<file path="src/rtl/mem_port_arbiter.sv">
// Shares the main-memory port between I-cache refills and D-cache refills/stores,
// sequencing block refills word by word with round-robin arbitration on conflicts.
module mem_port_arbiter #(
    parameter int ADDR_W      = 32,
    parameter int DATA_W      = 32,
    parameter int BLOCK_WORDS = 4,
    parameter int IDX_W       = $clog2(BLOCK_WORDS)
) (
    input  logic              clk,
    input  logic              rst,
    input  logic              ic_req,
    input  logic [ADDR_W-1:0] ic_addr,
    output logic [DATA_W-1:0] ic_rdata,
    output logic              ic_rvalid,
    output logic [IDX_W-1:0]  ic_word_idx,
    output logic              ic_done,
    input  logic              dc_req,
    input  logic              dc_we,
    input  logic [ADDR_W-1:0] dc_addr,
    input  logic [DATA_W-1:0] dc_wdata,
    output logic [DATA_W-1:0] dc_rdata,
    output logic              dc_rvalid,
    output logic [IDX_W-1:0]  dc_word_idx,
    output logic              dc_done,
    output logic              mem_req,
    output logic              mem_we,
    output logic [ADDR_W-1:0] mem_addr,
    output logic [DATA_W-1:0] mem_wdata,
    input  logic [DATA_W-1:0] mem_rdata,
    input  logic              mem_ready,
    output logic              busy
);

    localparam int OFF_W = IDX_W + 2;
    localparam logic [IDX_W-1:0]  LAST_IDX   = IDX_W'(BLOCK_WORDS - 1);
    localparam logic [ADDR_W-1:0] BLOCK_MASK = ~ADDR_W'((64'd1 << OFF_W) - 64'd1);
    localparam logic [ADDR_W-1:0] WORD_MASK  = ~ADDR_W'(3);
    localparam logic [ADDR_W-1:0] WORD_STEP  = ADDR_W'(4);

    typedef enum logic [2:0] {
        IDLE,
        IC_RD,
        DC_RD,
        DC_WR,
        DONE
    } state_t;

    state_t            state;
    logic [IDX_W-1:0]  count;
    logic              last_dc;

    // Done pulses are raised on the edge entering DONE so they coincide with the last rvalid.
    always_ff @(posedge clk) begin
        if (rst) begin
            state       <= IDLE;
            count       <= '0;
            last_dc     <= 1'b0;
            ic_rdata    <= '0;
            ic_rvalid   <= 1'b0;
            ic_word_idx <= '0;
            ic_done     <= 1'b0;
            dc_rdata    <= '0;
            dc_rvalid   <= 1'b0;
            dc_word_idx <= '0;
            dc_done     <= 1'b0;
            mem_req     <= 1'b0;
            mem_we      <= 1'b0;
            mem_addr    <= '0;
            mem_wdata   <= '0;
            busy        <= 1'b0;
        end else begin
            ic_rvalid <= 1'b0;
            dc_rvalid <= 1'b0;
            ic_done   <= 1'b0;
            dc_done   <= 1'b0;

            case (state)
                IDLE: begin
                    if (ic_req && (!dc_req || last_dc)) begin
                        state    <= IC_RD;
                        last_dc  <= 1'b0;
                        busy     <= 1'b1;
                        mem_req  <= 1'b1;
                        mem_we   <= 1'b0;
                        mem_addr <= ic_addr & BLOCK_MASK;
                        count    <= '0;
                    end else if (dc_req) begin
                        last_dc  <= 1'b1;
                        busy     <= 1'b1;
                        mem_req  <= 1'b1;
                        count    <= '0;
                        if (dc_we) begin
                            state     <= DC_WR;
                            mem_we    <= 1'b1;
                            mem_wdata <= dc_wdata;
                            mem_addr  <= dc_addr & WORD_MASK;
                        end else begin
                            state    <= DC_RD;
                            mem_we   <= 1'b0;
                            mem_addr <= dc_addr & BLOCK_MASK;
                        end
                    end
                end

                IC_RD: begin
                    if (mem_ready) begin
                        ic_rdata    <= mem_rdata;
                        ic_rvalid   <= 1'b1;
                        ic_word_idx <= count;
                        if (count == LAST_IDX) begin
                            mem_req <= 1'b0;
                            ic_done <= 1'b1;
                            state   <= DONE;
                        end else begin
                            count    <= count + IDX_W'(1);
                            mem_addr <= mem_addr + WORD_STEP;
                        end
                    end
                end

                DC_RD: begin
                    if (mem_ready) begin
                        dc_rdata    <= mem_rdata;
                        dc_rvalid   <= 1'b1;
                        dc_word_idx <= count;
                        if (count == LAST_IDX) begin
                            mem_req <= 1'b0;
                            dc_done <= 1'b1;
                            state   <= DONE;
                        end else begin
                            count    <= count + IDX_W'(1);
                            mem_addr <= mem_addr + WORD_STEP;
                        end
                    end
                end

                DC_WR: begin
                    if (mem_ready) begin
                        mem_req <= 1'b0;
                        mem_we  <= 1'b0;
                        dc_done <= 1'b1;
                        state   <= DONE;
                    end
                end

                DONE: begin
                    state <= IDLE;
                    busy  <= 1'b0;
                end

                default: begin
                    state   <= IDLE;
                    busy    <= 1'b0;
                    mem_req <= 1'b0;
                    mem_we  <= 1'b0;
                end
            endcase
        end
    end

endmodule

</file>
<file path="config.mk">
export PLATFORM = sky130hd
export DESIGN_NAME = mem_port_arbiter
export DESIGN_NICKNAME = d
export VERILOG_FILES = /design/src/rtl/mem_port_arbiter.sv
export SDC_FILE = /design/constraint.sdc
export NUM_CORES = 1
export LEC_CHECK = 0
export ABC_AREA = 1
export CORE_ASPECT_RATIO = 1.5
export CORE_MARGIN = 1.5
export CORE_UTILIZATION = 26
export CTS_BUF_LIST = sky130_fd_sc_hd__clkbuf_8
export CTS_CLUSTER_SIZE = 30
export DETAILED_ROUTE_END_ITERATION = 8
export GPL_ROUTABILITY_DRIVEN = 0
export GPL_TIMING_DRIVEN = 0
export PLACE_DENSITY = 0.53
export SLEW_MARGIN = 0
export SYNTH_ARGS = -nofsm -noshare
export SYNTH_HDL_FRONTEND = slang
export SYNTH_SLANG_ARGS = --single-unit
</file>
<file path="constraint.sdc">
create_clock -name clk -period 2.7 [get_ports clk]
set_clock_uncertainty 0.2 [all_clocks]
set_input_delay 0.54 -clock clk [delete_from_list [all_inputs] [get_ports clk]]
set_output_delay 0.54 -clock clk [all_outputs]
set_load 0.02 [all_outputs]
</file>
==> impl_metrics.json <==
{
  "required_ns": 1.96,
  "tritoncts_clock_tree": "done",
  "timing.setup.tns_ns": 0,
  "vdd_drop_max_uv": 616,
  "timing.max_cap.violations": 0,
  "nNetsFinal": 1437,
  "final_cell_area_sq_um": 10100,
  "floorplan.rows": 71,
  "final_common_cell": "clkdlybuf4s50_1",
  "critical_path_cell_by_cell": "clkdlybuf4s50_1",
  "yosys_warnings": 0,
  "global_route_wire_length_before_repair_um": 38000,
  "setup_repair_after_global_routing_missed_its_margin": "no",
  "final_critical_path_setup_slack_ns": 0.320,
  "core_area_sq_um": 25000,
  "cts-buffers-inserted": 17,
  "rr_worst_depth": 9,
  "worst_reg2reg_path_endpoint": "mem_addr[20]$_SDFFE_PP0P_",
  "post_cts.resized_instances": 0,
  "timing.slew.headroom_pct": 60.2,
  "clock-root-buffer": "clkbuf_8",
  "hp-start": "ic_rdata[16]$_SDFFE_PP0P_",
  "fmax_ghz": 0.420,
  "final_layout_size_suffix_gt1_share_pct": 4.64,
  "worst_min_delay_path_category": "register to register",
  "drt_pass1_iterations": 4,
  "crit_path_start": "mem_addr[11]$_SDFFE_PP0P_",
  "design.portCount": 273,
  "preCtsSetupSlack_ns": -0.198,
  "synth.avg_cell_area_sq_um": 6.47,
  "crit_buf_inv": 1,
  "ant_nets": 0,
  "share_of_the_clock_period_used_by_the_worst_path_pct": 88.1,
  "dp_hpwl_um": 19700,
  "combinationalPowerShare_pct": 46.0,
  "initial_utilization_pct": 26.4,
  "detail_route.drc_violations": 0,
  "cts-hold-fix-buffers": 0,
  "cp_top_family": "buffers and inverters",
  "syn_to_final_growth_pct": 53.6,
  "ctsLongestPathBuffers": 2,
  "clkSinkCount": 143,
  "largest_net_degree_at_the_start_of_global_routing": 17,
  "timing_worst_slew_pin_value_ns": 0.597,
  "mostFrequentLayoutCells": "clkdlybuf4s50_1, nor2_1, nand2_1, dfxtp_1, o21ai_0",
  "finalCoreUtilization_pct": 40.5,
  "sw_frac_of_total_pct": 41.9,
  "cp.arrival_ns": 1.64,
  "cts.htree.levels": 4,
  "clkTransAtPathRegs_ns": 0.09,
  "reg2reg_slack_ns": 0.43,
  "worstSkewPairLatency_ns": 0.47,
  "grt.total_usage_pct": 18.9,
  "drtIter0Drc": 275,
  "detailed_place.area_sq_um": 9640,
  "switching_power_mw": 3.92,
  "critical_path.endpoint_type": "primary output",
  "post-cts-setup-buffers": 0,
  "power.share.clock_pct": 21.9,
  "internal_power_consumption_mw": 5.45,
  "worstHoldEndpoint": "ic_rdata[16]$_SDFFE_PP0P_",
  "finalHoldViolCount": 0,
  "via_per_inst": 4.37,
  "synth_sequential_area_ratio_pct": 43.5,
  "timing.rr.start": "mem_addr[3]$_SDFFE_PP0P_",
  "number_of_buffer_cells_added_on_primary_ports": 264,
  "synth-seq-cells": 143,
  "synth_cells": 1017,
  "detail_route.wirelength_um": 25200,
  "timing.final.crit_period_ns": 2.38,
  "worstPathMaxFanout": 5,
  "routedWlPerCell_um": 15.3,
  "final_max_tran_viols": 0,
  "p_leak_nw": 3.99,
  "gr-total-overflow": 0,
  "critPathKind": "register to primary output",
  "grt_antenna_before_repair": 2,
  "run_status": "finished, final reports clean",
  "power.sequential.fraction_pct": 32.2,
  "start_kind": "register",
  "critical_path.max_stage_delay_ns": 0.67,
  "cp_max_delay_cell": "clkdlybuf4s50_1",
  "via_count_of_the_first_global_routing_pass": 7027,
  "floorplan.die.height_um": 198,
  "total_via_count_in_the_routed_design": 7192,
  "report.final.setup_viol": 0,
  "post_synth_num_cell_types": 30,
  "die_area_sq_um": 26300,
  "p_per_cell_area_nw_per_um2": 927,
  "die_x_um": 133,
  "hold_depth": 2,
  "syn-cell-area_sq_um": 6580
}
-- layer usage --
metal	track usage, %	vias to the layer above	share of wire (%)	wire (um)
met1	18.9	3201	38	9580
met2	35.9	182	54	13500
met3	4.89	33	5.1	1300
met4	9.20	0	3.1	788
met5	0	-	0	0
li1	-	3776	-	-
-- logic make-up (layout without fill, tap and decap cells) --
family / Yosys count / count (layout) / share of synthesized area (%)
AOI/OAI and AO/OA: 202 / 202 / 15.5
adders and majority gates: 2 / 2 / 0.380
buffers and inverters: 140 / 436 / 8.46
DFF: 143 / 143 / 43.5
other: 1 / 4 / 0.0570
and+or+nand+nor: 529 / 529 / 32.1
-- worst max path at each step --
stage,endpoint,depth (start not counted)
floorplan,mem_addr[18]$_SDFFE_PP0P_,10
global placement,mem_wdata[21]$_SDFFE_PP0P_,6
detailed placement,mem_wdata[20]$_SDFFE_PP0P_,6
CTS,mem_addr[11],1
global route,mem_addr[12]$_SDFFE_PP0P_,9
finish,mem_addr[11],1
-- area by class of cell --
type	instances	area (sq um)
diodes	2	5.00
plain buffers	54	234
clock buffers	19	262
clock inverters	13	209
fillers	2646	14800
inverters	86	323
multi-input cells	735	3170
flip-flops and latches	143	2860
well taps	328	410
repair buffers	264	2640
-- flip-flops by register name, summed over array words and instances, names as in the netlist --
name / count
busy: 1
count: 2
dc_done: 1
dc_rdata: 32
dc_rvalid: 1
dc_word_idx: 2
ic_done: 1
ic_rdata: 32
ic_rvalid: 1
ic_word_idx: 2
last_dc: 1
mem_addr: 30
mem_req: 1
mem_wdata: 32
mem_we: 1
state: 3
-- synthesized netlist by cell type (all sizes together) --
cell	count	area, sq um
o21a	1	7.51
a21oi	74	374
nand2	224	861
or2	1	6.26
o211ai	1	7.51
clkinv	1	3.75
nor3	3	15.0
inv	85	319
nand4	2	18.8
nor2	240	906
ha	2	25.0
o21ai	126	634
and2	2	12.5
dfxtp	143	2860
clkbuf	36	135
conb	1	3.75
buf	18	98.8
nor2b	2	12.5
nand3	55	280
-- power by group through the flow --
| stage | logic [mW] | clock network [mW] | registers [mW] |
|---|---|---|---|
| after floorplan | 2.07 | 0 | 3.48 |
| after global placement | 4.36 | 0 | 3.04 |
| after detailed placement | 4.36 | 0 | 3.05 |
| after CTS | 4.38 | 2.11 | 3.01 |
| after global routing | 4.81 | 2.19 | 3.08 |
| final | 4.31 | 2.05 | 3.01 |
-- stage by stage --
step                cells  hold slack (ns)  power (mW)
floorplan            1018            0.258        5.55
global placement     1610            0.231        7.40
detailed placement   1610            0.236        7.41
CTS                  1642            0.250        9.50
global route         1644            0.263        10.1
finish               1644            0.246        9.38
Power figures use the tool's default switching activity.
